--- config.mk ---
export PLATFORM = sky130hd
export DESIGN_NAME = fp_div_seq_flat
export DESIGN_NICKNAME = d
export VERILOG_FILES = /design/src/rtl/fp_pkg.sv /design/src/rtl/fp_div_seq_if.sv /design/src/rtl/fp_div_exp_sub.sv /design/src/rtl/fp_div_seq.sv /design/src/flat_wrapper.sv
export SDC_FILE = /design/constraint.sdc
export NUM_CORES = 1
export LEC_CHECK = 0
export CORE_MARGIN = 2
export CORE_UTILIZATION = 33
export DETAILED_ROUTE_END_ITERATION = 12
export GPL_TIMING_DRIVEN = 0
export PLACE_DENSITY = 0.53
export SYNTH_ARGS = -nofsm -noshare
export SYNTH_HDL_FRONTEND = slang
export SYNTH_HIERARCHICAL = 1
export SYNTH_SLANG_ARGS = --single-unit
--- constraint.sdc ---
create_clock -name clk -period 4.8 [get_ports clk]
set_input_delay 0.48 -clock clk [delete_from_list [all_inputs] [get_ports clk]]
set_output_delay 0.48 -clock clk [all_outputs]
set_load 0.005 [all_outputs]
--- src/rtl/fp_pkg.sv ---
// Shared IEEE-754 single-precision field definitions, FSM states and
// operand-class helpers used by the sequential FP divider.
package fp_pkg;

    localparam int EXP_W   = 8;
    localparam int MAN_W   = 23;
    localparam int BIAS    = 127;
    localparam int EXP_MAX = 255;
    // Signed exponent width: holds ea - eb + BIAS for any pair of fields.
    localparam int E_W     = 10;

    typedef struct packed {
        logic             sign;
        logic [EXP_W-1:0] exp;
        logic [MAN_W-1:0] man;
    } fp_t;

    typedef enum logic [1:0] {IDLE, DIV, NORM, DONE} state_t;

    function automatic logic is_zero(input fp_t x);
        return x.exp == '0;
    endfunction

    function automatic logic is_inf(input fp_t x);
        return x.exp == '1;
    endfunction

    function automatic fp_t mk_inf(input logic s);
        fp_t r;
        r.sign = s;
        r.exp  = '1;
        r.man  = '0;
        return r;
    endfunction

    function automatic fp_t mk_zero(input logic s);
        fp_t r;
        r.sign = s;
        r.exp  = '0;
        r.man  = '0;
        return r;
    endfunction

endpackage

--- src/rtl/fp_div_seq_if.sv ---
// Start/done handshake and operand/result bundle of the sequential divider.
interface fp_div_seq_if;

    logic        start;
    logic [31:0] a;
    logic [31:0] b;
    logic        busy;
    logic        done;
    logic [31:0] result;
    logic        ovf;
    logic        unf;
    logic        div_by_zero;

    modport master (output start, a, b,
                    input  busy, done, result, ovf, unf, div_by_zero);
    modport slave  (input  start, a, b,
                    output busy, done, result, ovf, unf, div_by_zero);

endinterface

--- src/rtl/fp_div_exp_sub.sv ---
// Quotient exponent: ea - eb + BIAS as a 10-bit signed value, plus the
// one-lower variant used when the mantissa quotient needs a left shift.
module fp_div_exp_sub
    import fp_pkg::*;
(
    input  logic [EXP_W-1:0]      ea,
    input  logic [EXP_W-1:0]      eb,
    output logic signed [E_W-1:0] e,
    output logic signed [E_W-1:0] e_m1
);

    localparam logic signed [E_W-1:0] BIAS_S = E_W'(BIAS);
    localparam logic signed [E_W-1:0] ONE_S  = E_W'(1);

    assign e    = $signed({2'b00, ea}) - $signed({2'b00, eb}) + BIAS_S;
    assign e_m1 = e - ONE_S;

endmodule

--- src/rtl/fp_div_seq.sv ---
// Sequential single-precision divider, restoring mantissa division at one
// quotient bit per cycle. Define FP_DIV_ROUND_EN for round-to-nearest-even.
module fp_div_seq
    import fp_pkg::*;
(
    input  logic         clk,
    input  logic         rst_n,
    fp_div_seq_if.slave  bus
);

`ifdef FP_DIV_ROUND_EN
    localparam int Q_W = MAN_W + 3;
`else
    localparam int Q_W = MAN_W + 2;
`endif
    localparam int SIG_W = MAN_W + 1;
    localparam logic [4:0] LAST = 5'(Q_W - 1);
    localparam logic signed [E_W-1:0] EXP_MAX_S = E_W'(EXP_MAX);
    localparam logic signed [E_W-1:0] ZERO_S    = '0;

    fp_t    fa, fb;
    logic   sign_in;
    state_t state;
    logic [4:0] cnt;

    logic signed [E_W-1:0] e_new, e_m1_new, e_p0, e_m1_p0;
    logic                  sign_p0;
    logic [SIG_W-1:0]      mb_p0;
    logic [SIG_W:0]        rem, rem_diff, rem_next;
    logic [Q_W-1:0]        quo;
    logic                  qbit;

    logic signed [E_W-1:0] exp_n;
    logic [MAN_W-1:0]      man_n;

    assign fa      = bus.a;
    assign fb      = bus.b;
    assign sign_in = fa.sign ^ fb.sign;

    fp_div_exp_sub u_exp (
        .ea   (fa.exp),
        .eb   (fb.exp),
        .e    (e_new),
        .e_m1 (e_m1_new)
    );

    function automatic logic [SIG_W:0] round_rne(input logic [SIG_W-1:0] sig,
                                                 input logic guard, input logic sticky);
        return {1'b0, sig} + (SIG_W+1)'(guard & (sticky | sig[0]));
    endfunction

    // Returns {ovf, unf, result}.
    function automatic logic [33:0] saturate(input logic s, input logic signed [E_W-1:0] ex,
                                             input logic [MAN_W-1:0] man);
        if (ex >= EXP_MAX_S) return {2'b10, mk_inf(s)};
        if (ex <= ZERO_S)    return {2'b01, mk_zero(s)};
        return {2'b00, s, ex[EXP_W-1:0], man};
    endfunction

    assign qbit     = rem >= {1'b0, mb_p0};
    assign rem_diff = qbit ? rem - {1'b0, mb_p0} : rem;
    assign rem_next = rem_diff << 1;

`ifdef FP_DIV_ROUND_EN
    logic [SIG_W-1:0]      sig;
    logic                  guard, sticky;
    logic [SIG_W:0]        sig_r;
    logic signed [E_W-1:0] exp_pre;

    always_comb begin
        if (quo[Q_W-1]) begin
            sig     = quo[Q_W-1:2];
            guard   = quo[1];
            sticky  = quo[0] | (rem != '0);
            exp_pre = e_p0;
        end else begin
            sig     = quo[Q_W-2:1];
            guard   = quo[0];
            sticky  = rem != '0;
            exp_pre = e_m1_p0;
        end
        sig_r = round_rne(sig, guard, sticky);
        man_n = sig_r[MAN_W-1:0];
        // Top two bits are 01 normally, 10 on rounding carry-out: adds 0 or 1.
        exp_n = exp_pre + $signed({{(E_W-2){1'b0}}, sig_r[SIG_W:MAN_W]}) - E_W'(1);
    end
`else
    always_comb begin
        if (quo[Q_W-1]) begin
            man_n = quo[Q_W-2:1];
            exp_n = e_p0;
        end else begin
            man_n = quo[Q_W-3:0];
            exp_n = e_m1_p0;
        end
    end
`endif

    // Operand latch at accept, then one restoring step per DIV cycle.
    always_ff @(posedge clk) begin
        if (state == IDLE && bus.start) begin
            rem     <= {2'b01, fa.man};
            mb_p0   <= {1'b1, fb.man};
            quo     <= '0;
            e_p0    <= e_new;
            e_m1_p0 <= e_m1_new;
            sign_p0 <= sign_in;
        end else if (state == DIV) begin
            rem <= rem_next;
            quo <= {quo[Q_W-2:0], qbit};
        end
    end

    always_ff @(posedge clk or negedge rst_n) begin
        if (!rst_n) begin
            state           <= IDLE;
            cnt             <= '0;
            bus.busy        <= 1'b0;
            bus.done        <= 1'b0;
            bus.result      <= '0;
            bus.ovf         <= 1'b0;
            bus.unf         <= 1'b0;
            bus.div_by_zero <= 1'b0;
        end else begin
            bus.done <= 1'b0;
            case (state)
                IDLE: if (bus.start) begin
                    bus.ovf         <= 1'b0;
                    bus.unf         <= 1'b0;
                    bus.div_by_zero <= 1'b0;
                    cnt             <= '0;
                    if (is_zero(fb)) begin
                        bus.div_by_zero <= 1'b1;
                        bus.result      <= mk_inf(sign_in);
                        bus.done        <= 1'b1;
                        state           <= DONE;
                    end else if (is_inf(fa) || is_inf(fb)) begin
                        bus.ovf    <= 1'b1;
                        bus.result <= mk_inf(sign_in);
                        bus.done   <= 1'b1;
                        state      <= DONE;
                    end else if (is_zero(fa)) begin
                        bus.result <= mk_zero(sign_in);
                        bus.done   <= 1'b1;
                        state      <= DONE;
                    end else begin
                        bus.busy <= 1'b1;
                        state    <= DIV;
                    end
                end
                DIV: begin
                    cnt <= cnt + 5'd1;
                    if (cnt == LAST) state <= NORM;
                end
                NORM: begin
                    {bus.ovf, bus.unf, bus.result} <= saturate(sign_p0, exp_n, man_n);
                    bus.done <= 1'b1;
                    bus.busy <= 1'b0;
                    state    <= DONE;
                end
                default: state <= IDLE;
            endcase
        end
    end

endmodule
--- src/flat_wrapper.sv ---
// flat-port wrapper written by rule: the top's interface ports become plain ports
module fp_div_seq_flat import fp_pkg::*;
  (clk, rst_n, bus_start, bus_a, bus_b, bus_busy, bus_done, bus_result, bus_ovf, bus_unf, bus_div_by_zero);
  fp_div_seq_if bus_i ();
  input  logic clk;
  input  logic rst_n;
  input wire logic [$bits(bus_i.start)-1:0] bus_start;
  input wire logic [$bits(bus_i.a)-1:0] bus_a;
  input wire logic [$bits(bus_i.b)-1:0] bus_b;
  output wire logic [$bits(bus_i.busy)-1:0] bus_busy;
  output wire logic [$bits(bus_i.done)-1:0] bus_done;
  output wire logic [$bits(bus_i.result)-1:0] bus_result;
  output wire logic [$bits(bus_i.ovf)-1:0] bus_ovf;
  output wire logic [$bits(bus_i.unf)-1:0] bus_unf;
  output wire logic [$bits(bus_i.div_by_zero)-1:0] bus_div_by_zero;
  assign bus_i.start = bus_start;
  assign bus_i.a = bus_a;
  assign bus_i.b = bus_b;
  assign bus_busy = bus_i.busy;
  assign bus_done = bus_i.done;
  assign bus_result = bus_i.result;
  assign bus_ovf = bus_i.ovf;
  assign bus_unf = bus_i.unf;
  assign bus_div_by_zero = bus_i.div_by_zero;
  fp_div_seq u_core (.clk(clk), .rst_n(rst_n), .bus(bus_i));
endmodule
==> metrics.json, run 1 <==
{
  "run_status": {
    "outcome": "finished, final reports clean"
  },
  "setup_path": {
    "critPathCaptureType": "flip-flop",
    "cp.arrival_ns": 3.30,
    "path_max_fanout": 4,
    "ff2ff_path_depth": 5,
    "worstPathRequired_ns": 4.97,
    "worst_setup_path_start_kind": "input port",
    "critical_path_class": "input port to flip-flop"
  },
  "finish": {
    "n_antenna_cell": 0,
    "layout.nets": 1027,
    "drive_gt1_share_pct": 8.26,
    "finish.cell_count_without_fillers": 1256,
    "flow.area_growth_from_synthesis_pct": 25.7
  },
  "logic_synthesis": {
    "yosys_warnings": 6,
    "post_synth_edffs": 67,
    "synth_nets": 902,
    "syn_area_um2": 8030,
    "postSynthCellCount": 794,
    "synth_top_cells_by_area": "edfxtp_1 25%, dfrtp_1 14%, mux2i_1 8.0%",
    "post_synth_most_frequent_cells": "83 x nor2_1, 67 x edfxtp_1, 64 x mux2i_1",
    "synth_async_sr_flop_share_pct": 31.9,
    "most_used_dff_post_synth": "edfxtp_1",
    "synth_seq_area_share_pct": 45.5,
    "most_frequent_cell_after_synthesis": "nor2_1",
    "most_area_hungry_cell_type_in_the_yosys_netlist": "edfxtp_1",
    "synth.avg_cell_area_um2": 10.1,
    "synth_top_area_share_pct": 25.1,
    "yosys_register_bits": 138,
    "synth_cell_types": 79
  },
  "floorplanning": {
    "floorplan.rows": 57,
    "floorplan.die_area_um2": 25600,
    "die_y_um": 160,
    "floorplan.die.width_um": 160,
    "core-area_um2": 24100,
    "io_pins": 104,
    "floorplan.initialDensity_pct": 33.3
  },
  "power": {
    "peak_supply_drop_v": 0.000235,
    "p_leak_uw": 0.00398,
    "power_density_nw_per_um2": 607
  },
  "route": {
    "remaining_drcs": 0,
    "final_antenna_net_count": 0,
    "routed_wire_length_per_instance_um": 16.2,
    "postRouteWirelength_um": 20400,
    "drtIter0Drc": 237,
    "drt_pass1_iterations": 5,
    "via_count": 6190,
    "via_cell_ratio": 4.93
  },
  "place": {
    "gpl.final_weighted_congestion": 0.853,
    "total_half_perimeter_wirelength_after_legalization_and_detailed_placement_um": 14800,
    "dp.cells": 1223,
    "io_buffer_count": 103
  },
  "sta": {
    "worst_pin_slew_ns": 1.27,
    "final.setup_skew_ns": 0.0131,
    "setup_repair_after_global_routing_missed_its_margin": "false",
    "worst_slew_margin_rel_pct": 15.2,
    "fmax_mhz": 319,
    "setup_violations": 0,
    "layout_min_cycle_time_ns": 3.13,
    "finalHoldViolCount": 0,
    "totalNegativeSetupSlack_ns": 0,
    "hold_slack_ns": 0.485,
    "finalMaxSlewViolations": 0,
    "period_share_pct": 65.3
  },
  "global_route": {
    "via_count_of_the_first_global_routing_pass": 6339,
    "grt_overflow": 0,
    "grt_util_all_layers_pct": 16.3,
    "grt_first_pass_wirelength_um": 33200,
    "grt_max_degree": 37,
    "antenna_found_initial": 0
  },
  "clock_network": {
    "cts_inserted_buffers": 17,
    "clkTransAtPathRegs_ns": 0.07,
    "htree_num_levels": 4,
    "clockBufferDepth": 2,
    "cts.sinks": 138,
    "clock_latency_at_the_later_pin_of_the_worst_skew_pair_ns": 0.42,
    "cts_tree": "yes",
    "root_buffer": "clkbuf_16",
    "ctsResizeCount": 0
  },
  "min_path": {
    "min_path_cells": 2,
    "hold_path.class": "flip-flop to flip-flop"
  },
  "run": {
    "max_cap_violations": 0
  }
}
## cells in the final DEF (no fill, tap or decap), types with 28 or more instances in the layout
cell	synthesis	routed
inv_1	52	52
dfrtp_1	44	44
clkdlybuf4s50_1	0	102
mux2i_1	64	64
o21ai_0	28	28
nand2_1	63	63
ha_1	39	39
a21oi_1	32	32
edfxtp_1	67	67
nor2_1	83	83
## flip-flops by register name, summed over array words and instances (netlist names)
register	flops
u_core/bus.busy	1
u_core/bus.div_by_zero	1
u_core/bus.done	1
u_core/bus.ovf	1
u_core/bus.result	32
u_core/bus.unf	1
u_core/cnt	5
u_core/e_m1_p0	10
u_core/e_p0	10
u_core/mb_p0	23
u_core/quo	25
u_core/rem	25
u_core/sign_p0	1
u_core/state	2
## repair_timing
item                                    4_1_cts  5_1_grt
endpoints found under the hold margin        16        0
setup buffers                                 0        0
endpoints found under the setup margin        0        0
hold buffers                                  1        0
## logic make-up (layout without fill, tap and decap cells)
group,Yosys count,count (layout),share of synthesized area [%]
XOR/XNOR,36,36,4.02
flip-flops,138,138,45.5
AND/OR/NAND/NOR,251,251,15.3
AO/OA/AOI/OAI,177,177,15.4
multiplexers,67,67,8.40
adder cells (fa/ha/maj),41,41,6.58
buffers and inverters,84,222,4.69
## through the flow
stage / total power, uW / utilization (%) / area (um^2) / worst slack (ns)
6_report: 6120 / 41.8 / 10100 / 1.67
5_1_grt: 6570 / 41.8 / 10100 / 1.51
4_1_cts: 6180 / 41.8 / 10100 / 1.67
3_5_place_dp: 4840 / 39.4 / 9500 / 1.24
3_3_place_gp: 4810 / 39.3 / 9460 / 0.0311
2_1_floorplan: 3980 / - / 8030 / 1.88
## metal layers
metal	track usage [%]	wire [um]	vias up
met4	4.01	65	0
met5	0	0	-
li1	-	-	3113
met1	21.5	9580	2967
met3	3.61	843	4
met2	27.4	9880	106
## where the power goes
group | switching, uW | internal (uW)
clock | 574 | 734
combinational | 1720 | 1250
sequential | 168 | 1690
## cell type report
cell class	count	area, um^2
flip-flops and latches	138	3650
well taps	324	405
inverters	53	199
clock inverters	15	153
multi-input cells	572	4000
clock buffers	17	425
fillers	2455	14000
plain buffers	31	179
repair buffers	106	1080
## worst max-delay path, stage by stage
cell	delay (ns)
clkdlybuf4s50_1	0.44
inv_1	0.08
ha_1	0.15
inv_1	0.05
fa_1	0.42
a211oi_2	0.27
nor2_1	0.09
xor2_1	0.20
or2_1	0.29
or4b_4	0.54
xnor2_2	0.16
xnor2_1	0.13
## worst paths after layout
check                                           from                     to  slack, ns
worst max-delay path                       bus_a[23]      u_core/e_m1_p0[7]       1.67
worst min-delay path            u_core/bus.result[7]   u_core/bus.result[7]       0.48
worst max register to register       u_core/state[1]         u_core/rem[13]       1.83
worst min register to register  u_core/bus.result[7]   u_core/bus.result[7]       0.48
max in group asynchronous                      rst_n  u_core/bus.result[23]       3.76
min in group asynchronous                      rst_n   u_core/bus.result[9]       0.52
(Power assumes the default switching activity.)
==> run 2: changes to the inputs <==
==> constraint.sdc (replaced) <==
create_clock -name clk -period 3.1 [get_ports clk]
set_input_delay 0.31 -clock clk [delete_from_list [all_inputs] [get_ports clk]]
set_output_delay 0.31 -clock clk [all_outputs]
set_load 0.005 [all_outputs]
==> metrics.json, run 2 (same netlist as run 1, synthesis figures left out) <==
{
  "setup_path": {
    "critical_path.reg2reg.startpoint": "u_core/rem[6]",
    "cp.arrival_ns": 3.14,
    "reg2reg_to": "u_core/rem[21]",
    "path_max_fanout": 4,
    "critical_path_class": "input port to flip-flop",
    "ff2ff_path_depth": 10,
    "worstPathRequired_ns": 3.27,
    "worst_setup_path_start_kind": "input port",
    "cp-endpoint": "u_core/e_m1_p0[7]",
    "timing.reg2reg.setup_slack_ns": 0.14,
    "critPathLaunch": "bus_a[23]",
    "critPathCaptureType": "flip-flop"
  },
  "sta": {
    "fmax_mhz": 337,
    "period_share_pct": 95.8,
    "finalMaxSlewViolations": 0,
    "timing.final.ws_setup_ns": 0.129,
    "totalNegativeSetupSlack_ns": 0,
    "finalHoldViolCount": 0,
    "layout_min_cycle_time_ns": 2.97,
    "worst_slew_margin_rel_pct": 50.1,
    "setup_violations": 0,
    "worst_pin_slew_ns": 0.749,
    "final.setup_skew_ns": 0.0105
  },
  "run_status": {
    "outcome": "finished, final reports clean"
  },
  "global_route": {
    "via_count_of_the_first_global_routing_pass": 6339,
    "grt_util_all_layers_pct": 16.3,
    "grt_overflow": 0,
    "grt_first_pass_wirelength_um": 33200,
    "grt_max_degree": 37,
    "antenna_found_initial": 0
  },
  "route": {
    "via_count": 6218,
    "drt_pass1_iterations": 4,
    "routed_wire_length_per_instance_um": 16.2,
    "postRouteWirelength_um": 20400,
    "remaining_drcs": 0,
    "final_antenna_net_count": 0,
    "drtIter0Drc": 255,
    "via_cell_ratio": 4.95
  },
  "power": {
    "p_leak_uw": 0.00398,
    "design_power_total_uw": 9490,
    "peak_supply_drop_v": 0.000364,
    "power_density_nw_per_um2": 940
  },
  "finish": {
    "layout_commonest_cell": "clkdlybuf4s50_1",
    "layout.nets": 1028,
    "finish.cell_count_without_fillers": 1257,
    "final_core_utilization_pct": 41.9,
    "n_antenna_cell": 0,
    "reg_top3": "u_core/bus.result: 32 flops, u_core/quo: 25 flops, u_core/rem: 25 flops",
    "commonest_cells_after_routing_fill_and_taps_aside": "102 x clkdlybuf4s50_1, 83 x nor2_1, 67 x edfxtp_1, 64 x mux2i_1, 63 x nand2_1",
    "flow.area_growth_from_synthesis_pct": 25.8,
    "largest_reg_flops": 32,
    "drive_gt1_share_pct": 8.47,
    "top_register": "u_core/bus.result"
  },
  "floorplanning": {
    "core-area_um2": 24100,
    "die_y_um": 160,
    "io_pins": 104,
    "floorplan.initialDensity_pct": 33.3,
    "floorplan.die.width_um": 160,
    "floorplan.rows": 57,
    "floorplan.die_area_um2": 25600
  },
  "clock_network": {
    "htree_num_levels": 4,
    "cts_inserted_buffers": 17,
    "clockBufferDepth": 2,
    "clock_latency_at_the_later_pin_of_the_worst_skew_pair_ns": 0.43,
    "cts_tree": "yes",
    "cts.sinks": 138,
    "root_buffer": "clkbuf_16",
    "clkTransAtPathRegs_ns": 0.07
  },
  "run": {
    "max_cap_violations": 0
  },
  "min_path": {
    "hold_path.class": "input port to async pin"
  },
  "place": {
    "total_half_perimeter_wirelength_after_legalization_and_detailed_placement_um": 14800,
    "dp.cells": 1223,
    "gpl.final_weighted_congestion": 0.853,
    "io_buffer_count": 103,
    "dp_slack_ns": -0.292
  }
}
-- run 2: cell types whose count changed in the layout (fill, tap and decap cells not counted), sizes merged --
cell	change
buf	+1
-- run 2: per-stage QoR --
step                      hold WS, ns  cell area [um^2]
after global routing            0.377             10100
after global placement          0.466              9460
final                           0.351             10100
after floorplan                0.0144              8030
after CTS                       0.355             10100
after detailed placement        0.279              9500
-- run 2: what timing repair did --
item | 4_1_cts | 5_1_grt
endpoints found under the setup margin | 0 | 24
hold buffers | 1 | 0
buffers inserted | 0 | 1
endpoints found under the hold margin | 16 | 0
gates resized for setup | 0 | 1
-- run 2: worst min-delay path by stage --
stage	start	end	slack, ns	cells after the start
after floorplan	rst_n	u_core/bus.busy	0.01	0
after global placement	u_core/bus.div_by_zero	u_core/bus.div_by_zero	0.47	2
after detailed placement	rst_n	u_core/bus.result[9]	0.28	1
after CTS	rst_n	u_core/bus.result[9]	0.35	2
after global routing	rst_n	u_core/bus.result[9]	0.38	2
final	rst_n	u_core/bus.result[9]	0.35	2
-- run 2: cell type report --
| cell class | count | area, um^2 |
|---|---|---|
| plain buffers | 31 | 179 |
| clock buffers | 17 | 425 |
| clock inverters | 15 | 153 |
| fillers | 2457 | 14000 |
| inverters | 53 | 199 |
| multi-input cells | 572 | 4000 |
| flip-flops and latches | 138 | 3650 |
| well taps | 324 | 405 |
| repair buffers | 107 | 1080 |
-- run 2: critical path, stage by stage --
cell	delay, ns
clkdlybuf4s50_1	0.44
inv_1	0.08
ha_1	0.15
inv_1	0.05
fa_1	0.42
a211oi_2	0.28
nor2_1	0.08
xor2_1	0.20
or2_1	0.29
or4b_4	0.54
xnor2_2	0.16
xnor2_1	0.14
-- run 2: routing by layer --
layer / GRT usage [%] / wire (um) / vias to the layer above
li1: - / - / 3117
met4: 4.01 / 172 / 0
met2: 27.4 / 9770 / 96
met5: 0 / 0 / -
met1: 21.5 / 9580 / 2992
met3: 3.61 / 869 / 13
-- run 2: where the power goes --
part,internal (uW),total (uW),switching [uW],leakage [uW]
combinational,1930,4600,2670,0.00226
sequential,2610,2870,260,0.00143
clock,1140,2030,891,0.000289
total,5680,9490,3820,0.00398
